[src/rtl/pcm_to_pdm.sv]
// PDM microphone emulator: buffers unsigned PCM samples in a small FIFO and
// turns each one into a 1-bit first-order sigma-delta stream with its own pdm_clk.
module pcm_to_pdm #(
  parameter int BIT_WIDTH          = 8,
  parameter int PDM_CLK_DEC_FACTOR = 12,
  parameter int OSR                = 128,
  parameter int FIFO_DEPTH         = 4
) (
  input  logic                          clk,
  input  logic                          rst,
  input  logic                          enable,
  input  logic [BIT_WIDTH-1:0]          pcm_data,
  input  logic                          pcm_valid,
  output logic                          pcm_ready,
  output logic [$clog2(FIFO_DEPTH):0]   fifo_level,
  output logic                          pdm_clk,
  output logic                          pdm,
  output logic                          sample_tick,
  output logic                          underrun,
  input  logic                          underrun_clr
);

  localparam int PTR_W = $clog2(FIFO_DEPTH);
  localparam int LVL_W = PTR_W + 1;
  localparam int DIV_W = (PDM_CLK_DEC_FACTOR > 1) ? $clog2(PDM_CLK_DEC_FACTOR) : 1;
  localparam int CNT_W = (OSR > 1) ? $clog2(OSR) : 1;

  localparam logic [DIV_W-1:0] DIV_LAST = DIV_W'(PDM_CLK_DEC_FACTOR - 1);
  localparam logic [CNT_W-1:0] CNT_LAST = CNT_W'(OSR - 1);
  localparam logic [LVL_W-1:0] LVL_FULL = LVL_W'(FIFO_DEPTH);

  // One modulator step: the carry out of acc + sample is the PDM bit.
  function automatic logic [BIT_WIDTH:0] sd_sum(input logic [BIT_WIDTH-1:0] acc_in,
                                                input logic [BIT_WIDTH-1:0] smp_in);
    return {1'b0, acc_in} + {1'b0, smp_in};
  endfunction

  logic [BIT_WIDTH-1:0] mem [FIFO_DEPTH];
  logic [PTR_W-1:0]     wr_ptr;
  logic [PTR_W-1:0]     rd_ptr;
  logic [LVL_W-1:0]     level;
  logic                 fifo_empty;
  logic [BIT_WIDTH-1:0] fifo_head;
  logic                 push;
  logic                 pop;

  logic                 en_p1;
  logic [DIV_W-1:0]     div;
  logic                 div_last;
  logic                 start_evt;
  logic                 fall_evt;
  logic                 bit_evt;

  logic [CNT_W-1:0]     bit_cnt;
  logic [BIT_WIDTH-1:0] acc;
  logic [BIT_WIDTH-1:0] sample_q;
  logic                 frame_start;
  logic [BIT_WIDTH-1:0] mod_in;
  logic                 underrun_set;

  assign fifo_empty = (level == '0);
  assign fifo_head  = mem[rd_ptr];
  assign pcm_ready  = (level != LVL_FULL);
  assign fifo_level = level;
  assign push       = pcm_valid & pcm_ready;

  // A start event has pdm_clk low by construction, so only a real falling edge
  // of pdm_clk can qualify as fall_evt.
  assign div_last     = (div == DIV_LAST);
  assign start_evt    = enable & ~en_p1;
  assign fall_evt     = enable & en_p1 & div_last & pdm_clk;
  assign bit_evt      = start_evt | fall_evt;
  assign frame_start  = (bit_cnt == '0);
  assign pop          = bit_evt & frame_start & ~fifo_empty;
  assign underrun_set = bit_evt & frame_start & fifo_empty;
  assign mod_in       = (frame_start && !fifo_empty) ? fifo_head : sample_q;

  // FIFO storage: data only, no reset.
  always_ff @(posedge clk) begin
    if (push) begin
      mem[wr_ptr] <= pcm_data;
    end
  end

  // FIFO pointers and occupancy.
  always_ff @(posedge clk) begin
    if (rst) begin
      wr_ptr <= '0;
      rd_ptr <= '0;
      level  <= '0;
    end else begin
      if (push) begin
        wr_ptr <= wr_ptr + 1'b1;
      end
      if (pop) begin
        rd_ptr <= rd_ptr + 1'b1;
      end
      case ({push, pop})
        2'b10:   level <= level + 1'b1;
        2'b01:   level <= level - 1'b1;
        default: level <= level;
      endcase
    end
  end

  // pdm_clk divider; held at zero on the start event so the first rise lands
  // a full half-period after the first bit is driven.
  always_ff @(posedge clk) begin
    if (rst) begin
      en_p1   <= 1'b0;
      div     <= '0;
      pdm_clk <= 1'b0;
    end else begin
      en_p1 <= enable;
      if (!enable) begin
        div     <= '0;
        pdm_clk <= 1'b0;
      end else if (start_evt) begin
        div <= '0;
      end else if (div_last) begin
        div     <= '0;
        pdm_clk <= ~pdm_clk;
      end else begin
        div <= div + 1'b1;
      end
    end
  end

  // Sigma-delta modulator and frame sequencing, advanced once per bit event.
  always_ff @(posedge clk) begin
    if (rst) begin
      bit_cnt     <= '0;
      acc         <= '0;
      sample_q    <= '0;
      pdm         <= 1'b0;
      sample_tick <= 1'b0;
    end else begin
      sample_tick <= 1'b0;
      if (!enable) begin
        bit_cnt <= '0;
        acc     <= '0;
        pdm     <= 1'b0;
      end else if (bit_evt) begin
        if (frame_start) begin
          sample_tick <= 1'b1;
          if (!fifo_empty) begin
            sample_q <= fifo_head;
          end
        end
        {pdm, acc} <= sd_sum(acc, mod_in);
        bit_cnt    <= (bit_cnt == CNT_LAST) ? '0 : bit_cnt + 1'b1;
      end
    end
  end

  // Sticky underrun flag; a new underrun outranks a simultaneous clear.
  always_ff @(posedge clk) begin
    if (rst) begin
      underrun <= 1'b0;
    end else if (underrun_set) begin
      underrun <= 1'b1;
    end else if (underrun_clr) begin
      underrun <= 1'b0;
    end
  end

endmodule

[config.mk]
export PLATFORM = sky130hd
export DESIGN_NAME = pcm_to_pdm
export DESIGN_NICKNAME = d
export VERILOG_FILES = /design/src/rtl/pcm_to_pdm.sv
export SDC_FILE = /design/constraint.sdc
export NUM_CORES = 1
export LEC_CHECK = 0
export CORE_UTILIZATION = 31
export DETAILED_ROUTE_END_ITERATION = 12
export GPL_ROUTABILITY_DRIVEN = 1
export PLACE_DENSITY = 0.45
export SLEW_MARGIN = 15
export SYNTH_ARGS = -nofsm -noshare
export SYNTH_HDL_FRONTEND = slang
export SYNTH_SLANG_ARGS = --single-unit
[constraint.sdc]
create_clock -name clk -period 3.4 [get_ports clk]
set_clock_uncertainty 0.2 [all_clocks]
set_input_delay 0.68 -clock clk [delete_from_list [all_inputs] [get_ports clk]]
set_output_delay 0.68 -clock clk [all_outputs]
set_load 0.05 [all_outputs]
==> results of run 1 <==
==> kinds of logic (layout without fill, tap and decap cells) <==
logic type,Yosys count,count (layout),share of synthesized area
and+or+nand+nor,102,102,0.1507
DFF,73,73,0.5247
AOI/OAI and AO/OA,64,64,0.1234
buffers and inverters,29,59,0.03721
adders and majority gates,19,19,0.07443
xor gates and xnor gates,13,13,0.03353
muxes,9,9,0.05601
==> stage by stage <==
stage | hold slack (ns) | power (mW) | setup slack, ns | instance area [um^2]
floorplan | 0.2175 | 1.672 | 0.3133 | 3396
global placement | 0.2329 | 1.855 | 0.3358 | 3752
detailed placement | 0.2417 | 1.864 | 0.2607 | 3752
CTS | 0.2641 | 2.604 | 0.4022 | 3959
global route | 0.2747 | 2.733 | 0.1639 | 3959
finish | 0.2619 | 2.571 | 0.4223 | 3959
==> flip-flops by register name, summed over array words and instances, names as in the netlist, named ones only <==
| name | cells |
|---|---|
| underrun | 1 |
| wr_ptr | 2 |
| sample_tick | 1 |
| rd_ptr | 2 |
| acc | 8 |
| mem | 32 |
| bit_cnt | 7 |
| pdm_clk | 1 |
| sample_q | 8 |
| pdm | 1 |
| en_p1 | 1 |
| fifo_level | 3 |
| div | 4 |
==> where the power goes <==
group	switching (mW)	internal, mW
Sequential	0.0655	1.01
Combinational	0.461	0.304
Clock	0.379	0.352
==> per-layer routing <==
metal,up-vias,GRT usage,wire [um]
met1,1094,0.1701,3324
met3,6,0.03830,205
met4,0,0.04403,74
met2,32,0.2069,3150
met5,-,0,0
li1,1166,-,-
==> synthesized netlist by cell type (all sizes together) (2+ instances only) <==
cell / instances / area, um^2
a21o: 3 / 22.52
a21oi: 24 / 120.1
or3: 3 / 23.77
or2: 3 / 18.77
o21a: 2 / 15.01
dfxtp: 41 / 820.8
xor2: 3 / 26.28
nand3: 19 / 100.1
xnor2: 10 / 87.58
a2111oi: 4 / 53.80
edfxtp: 32 / 960.9
a211oi: 4 / 30.03
buf: 8 / 47.54
clkbuf: 5 / 18.77
nor2: 21 / 78.83
and3: 6 / 37.54
inv: 15 / 56.30
o211ai: 5 / 37.54
mux4: 8 / 180.2
o21ai: 14 / 70.07
ha: 17 / 212.7
nand2: 38 / 142.6
nor2b: 2 / 12.51
nand4: 2 / 12.51
fa: 2 / 40.04
and2: 2 / 12.51
==> final cells by class <==
cell class / count / share of cell area
Sequential cell: 73 / 0.4501
Multi-Input combinational cell: 207 / 0.3758
Timing Repair Buffer: 27 / 0.06384
Tap cell: 136 / 0.04298
Clock buffer: 9 / 0.03129
Clock inverter: 7 / 0.02086
Inverter: 16 / 0.01517
==> worst paths after layout <==
kind,cells past startpoint,start,endpoint,slack [ns]
setup / recovery,8,flip-flop,acc[7],0.42
hold / removal,2,underrun,underrun,0.26
setup reg to reg,8,flip-flop,acc[7],0.42
hold reg to reg,2,underrun,underrun,0.26
==> worst max-delay path: cells and delay by family, from the launching register on <==
| family | cells | cell delay (ns) |
|---|---|---|
| adders and majority gates | 1 | 0.19 |
| AOI/OAI and AO/OA | 3 | 0.63 |
| DFF | 1 | 0.64 |
| muxes | 2 | 0.87 |
| and+or+nand+nor | 1 | 0.31 |
| buffers and inverters | 1 | 0.08 |
==> results.sh, run 1 <==
export IMPL_status="completed"
export IMPL_cts_root_buf="clkbuf_8"
export IMPL_drive_gt1_frac=0.1239
export IMPL_place_congestion=0.7389
export IMPL_clock_fmax_ghz=0.3358
export IMPL_die_x_um=106.7
export IMPL_p_leak_nw=1.425
export IMPL_rsz0062_at_grt="no"
export IMPL_cts_made_buffers=9
export IMPL_cts_tree="done"
export IMPL_totalWireLength_um=6755
export IMPL_num_rows=37
export IMPL_dp_cells=459
export IMPL_setup_tns_ns=0
export IMPL_critPathSlowestCell="dfxtp_1"
export IMPL_hold_class="flip-flop to flip-flop"
export IMPL_grt_pass1_wl_um=11350
export IMPL_dr_pass1_iters=4
export IMPL_grt_start_max_net_pins=23
export IMPL_vias=2298
export IMPL_finalNonFillerCells=475
export IMPL_setup_violations=0
export IMPL_final_common_cell="dfxtp_1"
export IMPL_diodes=0
export IMPL_worstSkewPairLatency_ns=0.36
export IMPL_synth_ff_type="dfxtp_1"
export IMPL_core_area_um2=10460
export IMPL_p_per_area_nw_per_um2=649.5
export IMPL_hold_viol_final=0
export IMPL_required_ns=3.47
export IMPL_cts_setup_buffers=0
export IMPL_hpwl_um=4565
export IMPL_tightest_slew_ns=0.5331
export IMPL_drc=0
export IMPL_syn_num_nets=341
export IMPL_synth_cell_types=48
export IMPL_mostFrequentLayoutCells="41 x dfxtp_1, 38 x nand2_1, 32 x edfxtp_1"
export IMPL_die_y_um=106.7
export IMPL_nets=366
export IMPL_yosysSeqAreaShare=0.5247
export IMPL_io_buffers=20
export IMPL_fin_crit_sh=0.8758
export IMPL_clock_sinks=73
export IMPL_cp_arrival_ns=3.05
export IMPL_drv_slew=0
export IMPL_synth_enable_flop_cells=32
export IMPL_drtAntennaViolNets=0
export IMPL_die_area_um2=11380
export IMPL_vias_per_cell=4.838
export IMPL_antenna_found_initial=0
export IMPL_post_route_min_period_ns=2.978
export IMPL_timing_slew_headroom=0.6354
export IMPL_async_reset_ff_frac=0
export IMPL_synth_cell_area_um2=3396
export IMPL_synthCells=309
export IMPL_n_fill_cell=1044
export IMPL_yosysWarnings=0
export IMPL_routedWlPerCell_um=14.22
export IMPL_ys_ff_latch=73
export IMPL_crit_chain="mux4_2 -> mux2i_1 -> inv_1 -> ha_1 -> a21oi_1 -> a211oi_1 -> or2_2 -> o211ai_1"
export IMPL_endpoint_kind="flip-flop"
export IMPL_grt_overflow_total=0
export IMPL_regArea_um2=1782
export IMPL_cp_max_fo=7
export IMPL_avgSynthCellArea_um2=10.99
export IMPL_post_route_util=0.3784
export IMPL_clk_pin_slew_ns=0.09
export IMPL_hold_buffers=0
export IMPL_start_util=0.3246
export IMPL_grt_use_total=0.1306
export IMPL_cts_max_level=3
export IMPL_grt_pass1_vias=2241
export IMPL_io_pins=21
export IMPL_drt_iter0_drc=79
export IMPL_clk_path_buf_depth=2
export IMPL_max_stage_delay_ns=0.64
export IMPL_crit_path_start_kind="flip-flop"
export IMPL_ir_worst_vdd_mv=0.3054
export IMPL_syn2layout_area_growth_pct=16.58
export IMPL_multi_input_area_um2=1488
export IMPL_path_class="flip-flop to flip-flop"
export IMPL_maxCapViolCount=0
export IMPL_cts_resized=0
Note: power is estimated with default switching activity, not from simulation.
==> run 2, diff against run 1 <==
--- a/config.mk
+++ b/config.mk
@@ -9,7 +9,7 @@
 export DETAILED_ROUTE_END_ITERATION = 12
 export GPL_ROUTABILITY_DRIVEN = 1
 export PLACE_DENSITY = 0.45
-export SLEW_MARGIN = 15
+export SLEW_MARGIN = 20
 export SYNTH_ARGS = -nofsm -noshare
 export SYNTH_HDL_FRONTEND = slang
 export SYNTH_SLANG_ARGS = --single-unit
==> results of run 2 <==
No change in the layout: final DEF, timing and power equal those of run 1.
